**config.mk**
```make
export PLATFORM = sky130hd
export DESIGN_NAME = fifo_sync_ctrl_flat
export DESIGN_NICKNAME = d
export VERILOG_FILES = /design/src/rtl/fifo_sync_ctrl_if.sv /design/src/rtl/fifo_sync_ctrl.sv /design/src/flat_wrapper.sv
export SDC_FILE = /design/constraint.sdc
export NUM_CORES = 1
export LEC_CHECK = 0
export ABC_CLOCK_PERIOD_IN_PS = 10700
export CAP_MARGIN = 0
export CORE_ASPECT_RATIO = 1.5
export CORE_UTILIZATION = 45
export CTS_BUF_LIST = sky130_fd_sc_hd__clkbuf_16
export DETAILED_ROUTE_END_ITERATION = 8
export DONT_BUFFER_PORTS = 1
export PLACE_DENSITY = 0.64
export SETUP_SLACK_MARGIN = 0.4
export SLEW_MARGIN = 25
export SYNTH_ARGS = -nofsm -noshare
export SYNTH_HDL_FRONTEND = slang
export SYNTH_SLANG_ARGS = --single-unit
```
**constraint.sdc**
```tcl
create_clock -name i_clk -period 10.7 [get_ports i_clk]
set_input_delay 1.07 -clock i_clk [delete_from_list [all_inputs] [get_ports i_clk]]
set_output_delay 1.07 -clock i_clk [all_outputs]
set_load 0.02 [all_outputs]
```
**src/rtl/fifo_sync_ctrl_if.sv**
```systemverilog
// Handshake bundle for fifo_sync_ctrl.
// Carries flush, data, strobes, thresholds, head word, occupancy and status flags.
interface fifo_sync_ctrl_if #(
    parameter int WIDTH = 32,
    parameter int DEPTH = 4
);
    logic             i_clr;
    logic [WIDTH-1:0] i_dat;
    logic             i_push;
    logic             i_pop;
    logic [DEPTH:0]   i_af_thresh;
    logic [DEPTH:0]   i_ae_thresh;
    logic             i_err_clr;
    logic [WIDTH-1:0] o_dat;
    logic [DEPTH:0]   o_count;
    logic             o_empty;
    logic             o_full;
    logic             o_half;
    logic             o_almost_empty;
    logic             o_almost_full;
    logic             o_overflow;
    logic             o_underflow;

    modport master (
        output i_clr, i_dat, i_push, i_pop,
        output i_af_thresh, i_ae_thresh, i_err_clr,
        input  o_dat, o_count, o_empty, o_full, o_half,
        input  o_almost_empty, o_almost_full,
        input  o_overflow, o_underflow
    );

    modport slave (
        input  i_clr, i_dat, i_push, i_pop,
        input  i_af_thresh, i_ae_thresh, i_err_clr,
        output o_dat, o_count, o_empty, o_full, o_half,
        output o_almost_empty, o_almost_full,
        output o_overflow, o_underflow
    );
endinterface

```
**src/rtl/fifo_sync_ctrl.sv**
```systemverilog
// Synchronous first-word-fall-through FIFO with edge/level strobes.
// Ports: i_clk, i_reset_n (async, active-low), bus (fifo_sync_ctrl_if.slave).
module fifo_sync_ctrl #(
    parameter int WIDTH = 32,
    parameter int DEPTH = 4,
    parameter int EDGE  = 1
) (
    input logic           i_clk,
    input logic           i_reset_n,
    fifo_sync_ctrl_if.slave bus
);
    localparam int             N        = 1 << DEPTH;
    localparam logic [DEPTH:0] FULL_CNT = N[DEPTH:0];
    localparam logic [DEPTH:0] HALF_CNT = FULL_CNT >> 1;

    logic [WIDTH-1:0] mem [N];
    logic [DEPTH-1:0] rd_idx;
    logic [DEPTH-1:0] wr_idx;
    logic [DEPTH:0]   count;
    logic             push_d;
    logic             pop_d;
    logic             ovf;
    logic             ufl;
    logic             push_req;
    logic             pop_req;
    logic             push_ok;
    logic             pop_ok;
    logic             empty;
    logic             full;

    // Edge mode masks a strobe that was already high last cycle.
    assign push_req = bus.i_push & ~((EDGE != 0) ? push_d : 1'b0);
    assign pop_req  = bus.i_pop  & ~((EDGE != 0) ? pop_d  : 1'b0);

    assign empty   = (count == '0);
    assign full    = (count == FULL_CNT);
    // A full FIFO still takes a push when the head leaves the same cycle.
    assign pop_ok  = pop_req & ~empty;
    assign push_ok = push_req & (~full | pop_ok);

    assign bus.o_dat          = mem[rd_idx];
    assign bus.o_count        = count;
    assign bus.o_empty        = empty;
    assign bus.o_full         = full;
    assign bus.o_half         = (count < HALF_CNT);
    assign bus.o_almost_empty = (count <= bus.i_ae_thresh);
    assign bus.o_almost_full  = (count >= bus.i_af_thresh);
    assign bus.o_overflow     = ovf;
    assign bus.o_underflow    = ufl;

    always_ff @(posedge i_clk) begin
        if (!bus.i_clr && push_ok)
            mem[wr_idx] <= bus.i_dat;
    end

    always_ff @(posedge i_clk or negedge i_reset_n) begin
        if (!i_reset_n) begin
            rd_idx <= '0;
            wr_idx <= '0;
            count  <= '0;
            push_d <= 1'b0;
            pop_d  <= 1'b0;
            ovf    <= 1'b0;
            ufl    <= 1'b0;
        end else begin
            push_d <= bus.i_push;
            pop_d  <= bus.i_pop;
            if (bus.i_clr) begin
                rd_idx <= '0;
                wr_idx <= '0;
                count  <= '0;
                ovf    <= ovf & ~bus.i_err_clr;
                ufl    <= ufl & ~bus.i_err_clr;
            end else begin
                if (push_ok)
                    wr_idx <= wr_idx + DEPTH'(1);
                if (pop_ok)
                    rd_idx <= rd_idx + DEPTH'(1);
                unique case ({push_ok, pop_ok})
                    2'b10:   count <= count + (DEPTH+1)'(1);
                    2'b01:   count <= count - (DEPTH+1)'(1);
                    default: count <= count;
                endcase
                // A new error outranks a coincident clear.
                ovf <= (ovf & ~bus.i_err_clr) | (push_req & ~push_ok);
                ufl <= (ufl & ~bus.i_err_clr) | (pop_req & ~pop_ok);
            end
        end
    end
endmodule

```
**src/flat_wrapper.sv**
```systemverilog
// flat-port wrapper written by rule: the top's interface ports become plain ports
module fifo_sync_ctrl_flat 
#(
    parameter int WIDTH = 32,
    parameter int DEPTH = 4,
    parameter int EDGE  = 1
)
  (i_clk, i_reset_n, bus_i_clr, bus_i_dat, bus_i_push, bus_i_pop, bus_i_af_thresh, bus_i_ae_thresh, bus_i_err_clr, bus_o_dat, bus_o_count, bus_o_empty, bus_o_full, bus_o_half, bus_o_almost_empty, bus_o_almost_full, bus_o_overflow, bus_o_underflow);
  fifo_sync_ctrl_if #(.WIDTH(WIDTH), .DEPTH(DEPTH)) bus_i ();
  input logic i_clk;
  input logic i_reset_n;
  input wire logic [$bits(bus_i.i_clr)-1:0] bus_i_clr;
  input wire logic [$bits(bus_i.i_dat)-1:0] bus_i_dat;
  input wire logic [$bits(bus_i.i_push)-1:0] bus_i_push;
  input wire logic [$bits(bus_i.i_pop)-1:0] bus_i_pop;
  input wire logic [$bits(bus_i.i_af_thresh)-1:0] bus_i_af_thresh;
  input wire logic [$bits(bus_i.i_ae_thresh)-1:0] bus_i_ae_thresh;
  input wire logic [$bits(bus_i.i_err_clr)-1:0] bus_i_err_clr;
  output wire logic [$bits(bus_i.o_dat)-1:0] bus_o_dat;
  output wire logic [$bits(bus_i.o_count)-1:0] bus_o_count;
  output wire logic [$bits(bus_i.o_empty)-1:0] bus_o_empty;
  output wire logic [$bits(bus_i.o_full)-1:0] bus_o_full;
  output wire logic [$bits(bus_i.o_half)-1:0] bus_o_half;
  output wire logic [$bits(bus_i.o_almost_empty)-1:0] bus_o_almost_empty;
  output wire logic [$bits(bus_i.o_almost_full)-1:0] bus_o_almost_full;
  output wire logic [$bits(bus_i.o_overflow)-1:0] bus_o_overflow;
  output wire logic [$bits(bus_i.o_underflow)-1:0] bus_o_underflow;
  assign bus_i.i_clr = bus_i_clr;
  assign bus_i.i_dat = bus_i_dat;
  assign bus_i.i_push = bus_i_push;
  assign bus_i.i_pop = bus_i_pop;
  assign bus_i.i_af_thresh = bus_i_af_thresh;
  assign bus_i.i_ae_thresh = bus_i_ae_thresh;
  assign bus_i.i_err_clr = bus_i_err_clr;
  assign bus_o_dat = bus_i.o_dat;
  assign bus_o_count = bus_i.o_count;
  assign bus_o_empty = bus_i.o_empty;
  assign bus_o_full = bus_i.o_full;
  assign bus_o_half = bus_i.o_half;
  assign bus_o_almost_empty = bus_i.o_almost_empty;
  assign bus_o_almost_full = bus_i.o_almost_full;
  assign bus_o_overflow = bus_i.o_overflow;
  assign bus_o_underflow = bus_i.o_underflow;
  fifo_sync_ctrl #(.WIDTH(WIDTH), .DEPTH(DEPTH), .EDGE(EDGE)) u_core (.i_clk(i_clk), .i_reset_n(i_reset_n), .bus(bus_i));
endmodule
```
After elaboration in Yosys (flattened, before gate mapping)
Memories as Yosys holds them, arrays and structs flattened.
Cells that the tools add are included.
{ "classes": {"add_sub_neg": 4, "multipliers": 0, "div_mod_pow": 0, "magnitude_cmp": 3, "eq_ne": 3, "shift": 0, "muxes": 10, "bitwise": 18, "reduce_logical": 6} }
{ "op_table": {"columns": ["operator", "n"], "rows": [
  ["$mux 4", 4],
  ["$pmux 5 s2", 1],
  ["$add 4x1->4 const B", 2],
  ["$and 1x1->1", 8],
  ["$not 1->1", 7],
  ["$add 5x1->5 const B", 1],
  ["$eq 5x5->1 const B", 1],
  ["$ge 5x5->1", 1],
  ["$le 5x5->1", 1],
  ["$logic_not 5->1", 1],
  ["$lt 5x4->1 const B", 1],
  ["$mux 5", 1],
  ["$sub 5x1->5 const B", 1],
  ["$mux 1", 4],
  ["$reduce_bool 2->1", 2],
  ["$or 1x1->1", 3],
  ["$reduce_bool 3->1", 1],
  ["$eq 2x1->1 const B", 1],
  ["$eq 2x2->1 const B", 1],
  ["$logic_and 1x1->1", 1],
  ["$logic_not 1->1", 1]
]} }
{ "totals": {"regBits": 17, "latch_bits": 0, "ramBits": 512, "romBits": 0, "input_bits": 48, "out_inout_bits": 44, "elab_cells": 52, "memories": 1} }
{ "memory_table": {"columns": ["name", "depth", "width", "read_ports", "rd_clocked_by_memory_dff", "write_ports", "line_no", "rtl"], "rows": [
  ["u_core.mem", 16, 32, 1, 0, 1, "fifo_sync_ctrl.sv:16", "logic [WIDTH-1:0] mem [N];"]
]} }

Depth between registers and ports, before layout
Gate-level depths: netlist (run 1).
{ "logic_depth": {"word_depth": 9, "ltp_mapped": 10, "mapped_depth_nobuf": 10} }

Worst setup path after synthesis (run 1)
No wires, ideal clock.
{ "synth_timing": {"path_type": "in2reg", "startpoint": "input bus_i_pop", "endpoint": "memory u_core.mem[10][0], enable pin", "setup_time_ns": 0.461, "arrival_ns": 3.938, "t_required_ns": 10.239, "setup_slack_ns": 6.301, "path_stages": 5, "path_buffers": 0, "cell_sequence": "nand2b_1 -> nand3_1 -> nor3b_1 -> nand2_1 -> nor3_1"} }
{ "synth_between": {"elab_chain_cells": 7} }
{ "synth_rtl": {"columns": ["element", "line_no", "rtl"], "rows": [
  ["start, declared", "flat_wrapper.sv:15", "input wire logic [$bits(bus_i.i_pop)-1:0] bus_i_pop;"],
  ["$and 1x1->1", "fifo_sync_ctrl.sv:33", "assign pop_req = bus.i_pop & ~((EDGE != 0) ? pop_d : 1'b0);"],
  ["$and 1x1->1", "fifo_sync_ctrl.sv:38", "assign pop_ok = pop_req & ~empty;"],
  ["$or 1x1->1", "fifo_sync_ctrl.sv:39", "assign push_ok = push_req & (~full | pop_ok);"],
  ["$and 1x1->1", "fifo_sync_ctrl.sv:39", null],
  ["$logic_and 1x1->1", "fifo_sync_ctrl.sv:52", "if (!bus.i_clr && push_ok)"],
  ["$mux 1", "fifo_sync_ctrl.sv:52", null],
  ["$mux 1 (implied by the code)", "fifo_sync_ctrl.sv:53", "mem[wr_idx] <= bus.i_dat;"],
  ["end, declared", "fifo_sync_ctrl.sv:16", null]
]} }
No other way between the ends.

Worst setup path after layout (run 1)
{ "layout_timing": {"startpoint": "register u_core.rd_idx[0]", "endpoint": "output bus_o_dat[22]"} }
{ "layout_between": {"elab_chain_cells": 1} }
{ "layout_rtl": {"columns": ["element", "line_no", "rtl"], "rows": [
  ["start, declared", "fifo_sync_ctrl.sv:17", "logic [DEPTH-1:0] rd_idx;"],
  ["start signal, assigned", "fifo_sync_ctrl.sv:78", "rd_idx <= rd_idx + DEPTH'(1);"],
  ["$mem_v2 16x32", null, null],
  ["end, declared", "flat_wrapper.sv:19", "output wire logic [$bits(bus_i.o_dat)-1:0] bus_o_dat;"]
]} }
No other way between the ends.

==> results of run 1 <==
-- power groups by stage --
| stage | combinational (W) | sequential, W | clock, W |
|---|---|---|---|
| finish | 0.000455 | 0.00234 | 0.00167 |
| global route | 0.000498 | 0.00234 | 0.00177 |
| CTS | 0.000443 | 0.00236 | 0.00170 |
| detailed placement | 0.000442 | 0.00240 | 0 |
| global placement | 0.000436 | 0.00240 | 0 |
| floorplan | 0.000420 | 0.00236 | 0 |
-- state kept, by name, summed over array words and instances, names as in the netlist --
signal                  flops
u_core.pop_d                1
u_core.push_d               1
u_core.mem                512
u_core.bus.o_overflow       1
u_core.rd_idx               4
u_core.bus.o_underflow      1
u_core.wr_idx               4
u_core.bus.o_count          5
-- synthesized netlist by cell type --
master    count
o211ai_1      1
clkbuf_1     18
a21o_1        2
edfxtp_1    512
dfrtp_1      17
buf_2         4
o21ai_0       3
buf_6        11
nand2b_1      4
a31oi_1       2
nor4_4        1
o32ai_1       2
nand4_1       2
nor2b_1       4
buf_1         7
xor2_1        6
fa_1          1
or3_1         1
mux2i_1       1
a21oi_1       5
nor2_1       24
nand2_1       8
inv_1        21
nand3b_1      1
and3_1        2
o21ai_1       1
nor3b_1       2
and4_1        1
nor3_1        5
mux4_2      160
nand3_1       2
o21a_1        1
mux2_1        4
ha_1         18
a21oi_2       2
xnor2_1       2
and2_1        9
-- how the worst max path moves through the flow --
stage	startpoint	to	slack, ns
4_1_cts	u_core.rd_idx[0]$_DFFE_PN0P_	bus_o_dat[3]	5.76
2_1_floorplan	bus_i_pop	u_core.mem[10][0]$_DFFE_PP_	6.30
3_3_place_gp	u_core.rd_idx[0]$_DFFE_PN0P_	bus_o_dat[22]	6.38
5_1_grt	u_core.rd_idx[0]$_DFFE_PN0P_	bus_o_dat[22]	5.89
6_report	u_core.rd_idx[0]$_DFFE_PN0P_	bus_o_dat[22]	6.15
3_5_place_dp	u_core.rd_idx[0]$_DFFE_PN0P_	bus_o_dat[3]	6.36
-- worst max-delay path, stage by stage, from the launching register on --
cell and delay, ns:
dfrtp_4 0.65, buf_16 0.31, buf_4 0.72, mux4_2 0.59, mux4_2 0.59
-- metrics by stage --
step | instance area (um2) | setup slack, ns
after global placement | 21300 | 6.38
after detailed placement | 21300 | 6.36
after floorplan | 20600 | 6.30
after CTS | 22800 | 5.76
after global routing | 22800 | 5.89
final | 22800 | 6.15
-- per-layer routing --
metal	routed length, um	track usage (%)	vias to the layer above
met5	0	0	-
met4	804	4.87	0
met3	2460	3.55	47
met2	21600	31.8	222
met1	16100	23.1	4828
li1	-	-	3723
-- layout make-up --
type	count	share of cell area (%)
flip-flops and latches	529	69.2
multi-input cells	277	19.7
clock buffers	48	5.26
well taps	582	3.19
clock inverters	38	1.43
repair buffers	22	0.827
inverters	21	0.345
-- cells by family (layout without fill, tap and decap cells) --
| logic type | count (synthesis) | after routing | synth area share, % |
|---|---|---|---|
| adders and majority gates | 19 | 19 | 1.19 |
| muxes | 165 | 165 | 17.8 |
| and+or+nand+nor | 66 | 66 | 1.68 |
| DFF | 529 | 529 | 76.9 |
| buffers and inverters | 61 | 129 | 1.54 |
| xor gates and xnor gates | 8 | 8 | 0.341 |
| AOI/OAI and AO/OA | 19 | 19 | 0.596 |
==> results.cfg, run 1 <==
[final_layout]
fin_nets = 965
fin_util_pct = 50.8
layout_commonest_cell = edfxtp_1
seq_area_um2 = 15800
syn_to_final_growth_pct = 11.1
fillCellCount = 3468
drive_gt1_share_pct = 29.3
most-common-layout-cells = edfxtp_1, mux4_2, clkbuf_16
multi_input_area_um2 = 4500
finalNonFillerCells = 1517
n_antenna_cell = 0

[clock_tree]
clk_pin_slew_ns = 0.07
clk_latency_ns = 0.56
cts_buffers = 47
cts_buffer_depth = 3
clockRootBuffer = clkbuf_16
cts_tree = done
cts_sinks = 529
post_cts_resized = 0
cts_hold_buf = 0
htree_levels = 2
cts_setup_buffers = 0

[timing]
tightest_slew_ns = 0.930
period_share_pct = 42.5
fmax_mhz = 220
hold_viol_final = 0
finClkSkew_ns = 0.0158
setup-violations-final = 0
tns_ns = 0
slew-limit-headroom_pct = 38.0
min_period_ns = 4.55
rsz0062_at_grt = no
drv_slew = 0
hold_ws_ns = 0.196

[synth]
synth_nets = 934
synth.avg_cell_area_um2 = 23.7
synth_top_area_cell = edfxtp_1
synth_top_cells_by_area = edfxtp_1, mux4_2, dfrtp_1, ha_1, buf_6
synth-seq-cells = 529
yosys.cell_types.count = 37
yosysWarnings = 0
netlist_area_um2 = 20600
yosys.area.top_type_share_pct = 74.8
yosysSeqAreaShare_pct = 76.9
syn_inst = 867

[outcome]
status = complete, no violations

[route]
wire_per_inst_um = 27.0
drc_errors = 0
drt_iter0_drc = 783
dr.pass1.iters = 5
drt-total-wl_um = 41000
antenna_left = 0
vias = 8820
drt-vias-per-instance = 5.81

[placement]
placedCellCount = 1430
dpl.hpwl_um = 20500
portBuffers = 0
routabilityCongestion = 0.709

[pwr]
irDropWorstVdd_v = 0.000150
power_w = 0.00446
power_frac_comb_pct = 10.2
p_sw_w = 0.000998
p_clk_share_pct = 37.4
leakage_nw = 7.03
power.density_nw_per_um2 = 195
p_sw_share_pct = 22.4
internal_power_w = 0.00346
seq_power_share_pct = 52.4

[grt]
antenna_found_initial = 0
grt.total_usage_pct = 18.2
grt_overflow = 0
grt_pass1_vias = 9457
grt_max_degree = 73
grt_pass1_wl_um = 60900

[worst_setup_path]
rrSetupSlack_ns = 7.50
cp.required_ns = 9.63
crit_type = reg -> out
timing.rr.start = u_core.bus.o_count[1]$_DFFE_PN0P_
start_kind = flop
reg2reg_depth = 6
reg2reg_to = u_core.mem[7][24]$_DFFE_PP_
end_kind = output pin
path_max_fanout = 41
worst-endpoint-arrival_ns = 3.48

[die]
core_area_um2 = 44900
num_rows = 95
num_io_pins = 92
start_util_pct = 45.8
dieArea_um2 = 46600
dieWidth_um = 177
die_h_um = 264

[flow_run]
drv_cap = 0

[worst_hold_path]
hold_path.class = in -> async
(Power assumes the default switching activity.)
==> run 2: changes to the inputs <==
Settings changed: ABC_CLOCK_PERIOD_IN_PS 10700 to 4350.
Clock period 10.7 ns to 4.35 ns, I/O delays scaled along.
==> run 2 against run 1 <==
Compared with the run above: flip-flop and latch count is the same; final cell count rose by 2.7%; clock skew down 0.0075 ns; setup slack worse by 5.1 ns; via count increased by 1.2%; design area up 2.5%; critical endpoint is now u_core.mem[5][15]$_DFFE_PP_; sequential power increased by 140%; power increased to 2.5 times the previous value; largest power group unchanged.
==> results.cfg, run 2 (same netlist as run 1, synthesis figures left out) <==
[final_layout]
finalNonFillerCells = 1558
syn_to_final_growth_pct = 13.8
layout_commonest_cell = edfxtp_1
regMostFlops = u_core.mem
final_area_um2 = 23400
largest_reg_flops = 512
most-common-layout-cells = edfxtp_1, mux4_2, clkbuf_16
fillCellCount = 3445
fin_nets = 1004
fin_util_pct = 52.1
multi_input_area_um2 = 4510
seq_area_um2 = 15800
drive_gt1_share_pct = 27.9

[timing]
drv_slew = 0
min_period_ns = 3.27
setup-violations-final = 0
fmax_mhz = 306
hold_viol_final = 0
slew-limit-headroom_pct = 30.6
fin_ws_ns = 1.08
tns_ns = 0
period_share_pct = 75.2
rsz0062_at_grt = no
finClkSkew_ns = 0.00830
tightest_slew_ns = 1.04

[grt]
grt.total_usage_pct = 17.6
antenna_found_initial = 1
grt_pass1_wl_um = 60600
grt_max_degree = 110
grt_overflow = 0
grt_pass1_vias = 9533

[pwr]
leakage_nw = 7.24
irDropWorstVdd_v = 0.000278
p_clk_share_pct = 38.3
power_frac_comb_pct = 11.3
p_sw_share_pct = 22.7
power.density_nw_per_um2 = 485
seq_power_share_pct = 50.4
p_sw_w = 0.00257
internal_power_w = 0.00878

[placement]
dp_slack_ns = 1.09
dpl_cell_area_um2 = 21300
placedCellCount = 1428
routabilityCongestion = 0.747
dpl.hpwl_um = 22400
portBuffers = 0

[die]
num_rows = 95
num_io_pins = 92
dieWidth_um = 177
dieArea_um2 = 46600
start_util_pct = 45.8
core_area_um2 = 44900
die_h_um = 264

[clock_tree]
post_cts_resized = 0
clk_pin_slew_ns = 0.06
cts_sinks = 529
cts_buffers = 50
clockRootBuffer = clkbuf_16
clk_latency_ns = 0.56
cts_buffer_depth = 3
htree_levels = 2
cts_tree = done

[worst_hold_path]
hold_path.class = in -> reg
min_from = bus_i_clr
whs_path_depth = 2
min_to = u_core.bus.o_count[0]$_DFFE_PN0P_

[route]
antenna_left = 0
wire_per_inst_um = 25.5
dr.pass1.iters = 7
drt-total-wl_um = 39800
drt_iter0_drc = 875
drc_errors = 0
drt-vias-per-instance = 5.73
vias = 8924

[outcome]
status = complete, no violations

[worst_setup_path]
crit_type = reg -> reg
reg2reg_depth = 6
timing.rr.start = u_core.bus.o_count[1]$_DFFE_PN0P_
start_kind = flop
worst-endpoint-arrival_ns = 3.52
cp.required_ns = 4.60
rrSetupSlack_ns = 1.08
reg2reg_to = u_core.mem[5][15]$_DFFE_PP_
path_max_fanout = 20
end_kind = flop

[flow_run]
drv_cap = 0
## run 2: cell types whose count changed in the layout (fill, tap and decap cells not counted), sizes merged
cell and delta:
buf -1, bufinv +2, clkbuf +3, clkinv +1
clkinvlp +2, diode +1, dlygate4sd3 +37, inv -4
## run 2: cell type report
type / instances / share of cell area, %
sequential: 529 / 67.6
multi-input combinational: 277 / 19.3
clock buffer: 51 / 5.45
tap: 582 / 3.11
timing repair buffer: 58 / 2.73
clock inverter: 39 / 1.53
inverter: 21 / 0.337
antenna: 1 / 0.0107
## run 2: worst max path at each step
stage | from | to | cells after the start
floorplan | u_core.bus.o_count[1]$_DFFE_PN0P_ | u_core.mem[10][0]$_DFFE_PP_ | 5
global placement | u_core.bus.o_count[1]$_DFFE_PN0P_ | u_core.mem[4][15]$_DFFE_PP_ | 5
detailed placement | u_core.bus.o_count[1]$_DFFE_PN0P_ | u_core.mem[7][16]$_DFFE_PP_ | 5
CTS | u_core.bus.o_count[1]$_DFFE_PN0P_ | u_core.mem[5][17]$_DFFE_PP_ | 6
global route | u_core.bus.o_count[1]$_DFFE_PN0P_ | u_core.mem[5][23]$_DFFE_PP_ | 6
finish | u_core.bus.o_count[1]$_DFFE_PN0P_ | u_core.mem[5][15]$_DFFE_PP_ | 6
## run 2: repair_timing
item,CTS,global route
hold buffers,37,0
endpoints found under the hold margin,542,0
buffers inserted,0,0
## run 2: through the flow
step / hold slack, ns / total power, W
finish: 0.100 / 0.0113
global route: 0.0967 / 0.0117
CTS: 0.0726 / 0.0115
detailed placement: 0.140 / 0.00705
global placement: 0.140 / 0.00704
floorplan: 0.139 / 0.00683
## run 2: metal layers
| layer | GRT usage [%] | vias up | wire length (um) |
|---|---|---|---|
| met5 | 0 | - | 10 |
| met4 | 5.13 | 2 | 877 |
| met3 | 3.07 | 57 | 2040 |
| met2 | 30.4 | 235 | 21000 |
| met1 | 22.9 | 4824 | 15900 |
| li1 | - | 3806 | - |
## run 2: worst max-delay path, stage by stage, from the launching register on
cell and delay (ns):
dfrtp_1 0.63, nor4_4 0.15, nand3_1 0.14, nor3b_1 0.52, nand3b_1 0.46, nor2_4 0.67, buf_4 0.36
## run 2: power groups by stage
| stage | clock (W) | combinational, W | sequential [W] |
|---|---|---|---|
| 2_1_floorplan | 0 | 0.00103 | 0.00580 |
| 5_1_grt | 0.00462 | 0.00140 | 0.00572 |
| 3_5_place_dp | 0 | 0.00122 | 0.00583 |
| 6_report | 0.00435 | 0.00128 | 0.00572 |
| 4_1_cts | 0.00444 | 0.00132 | 0.00572 |
| 3_3_place_gp | 0 | 0.00121 | 0.00583 |
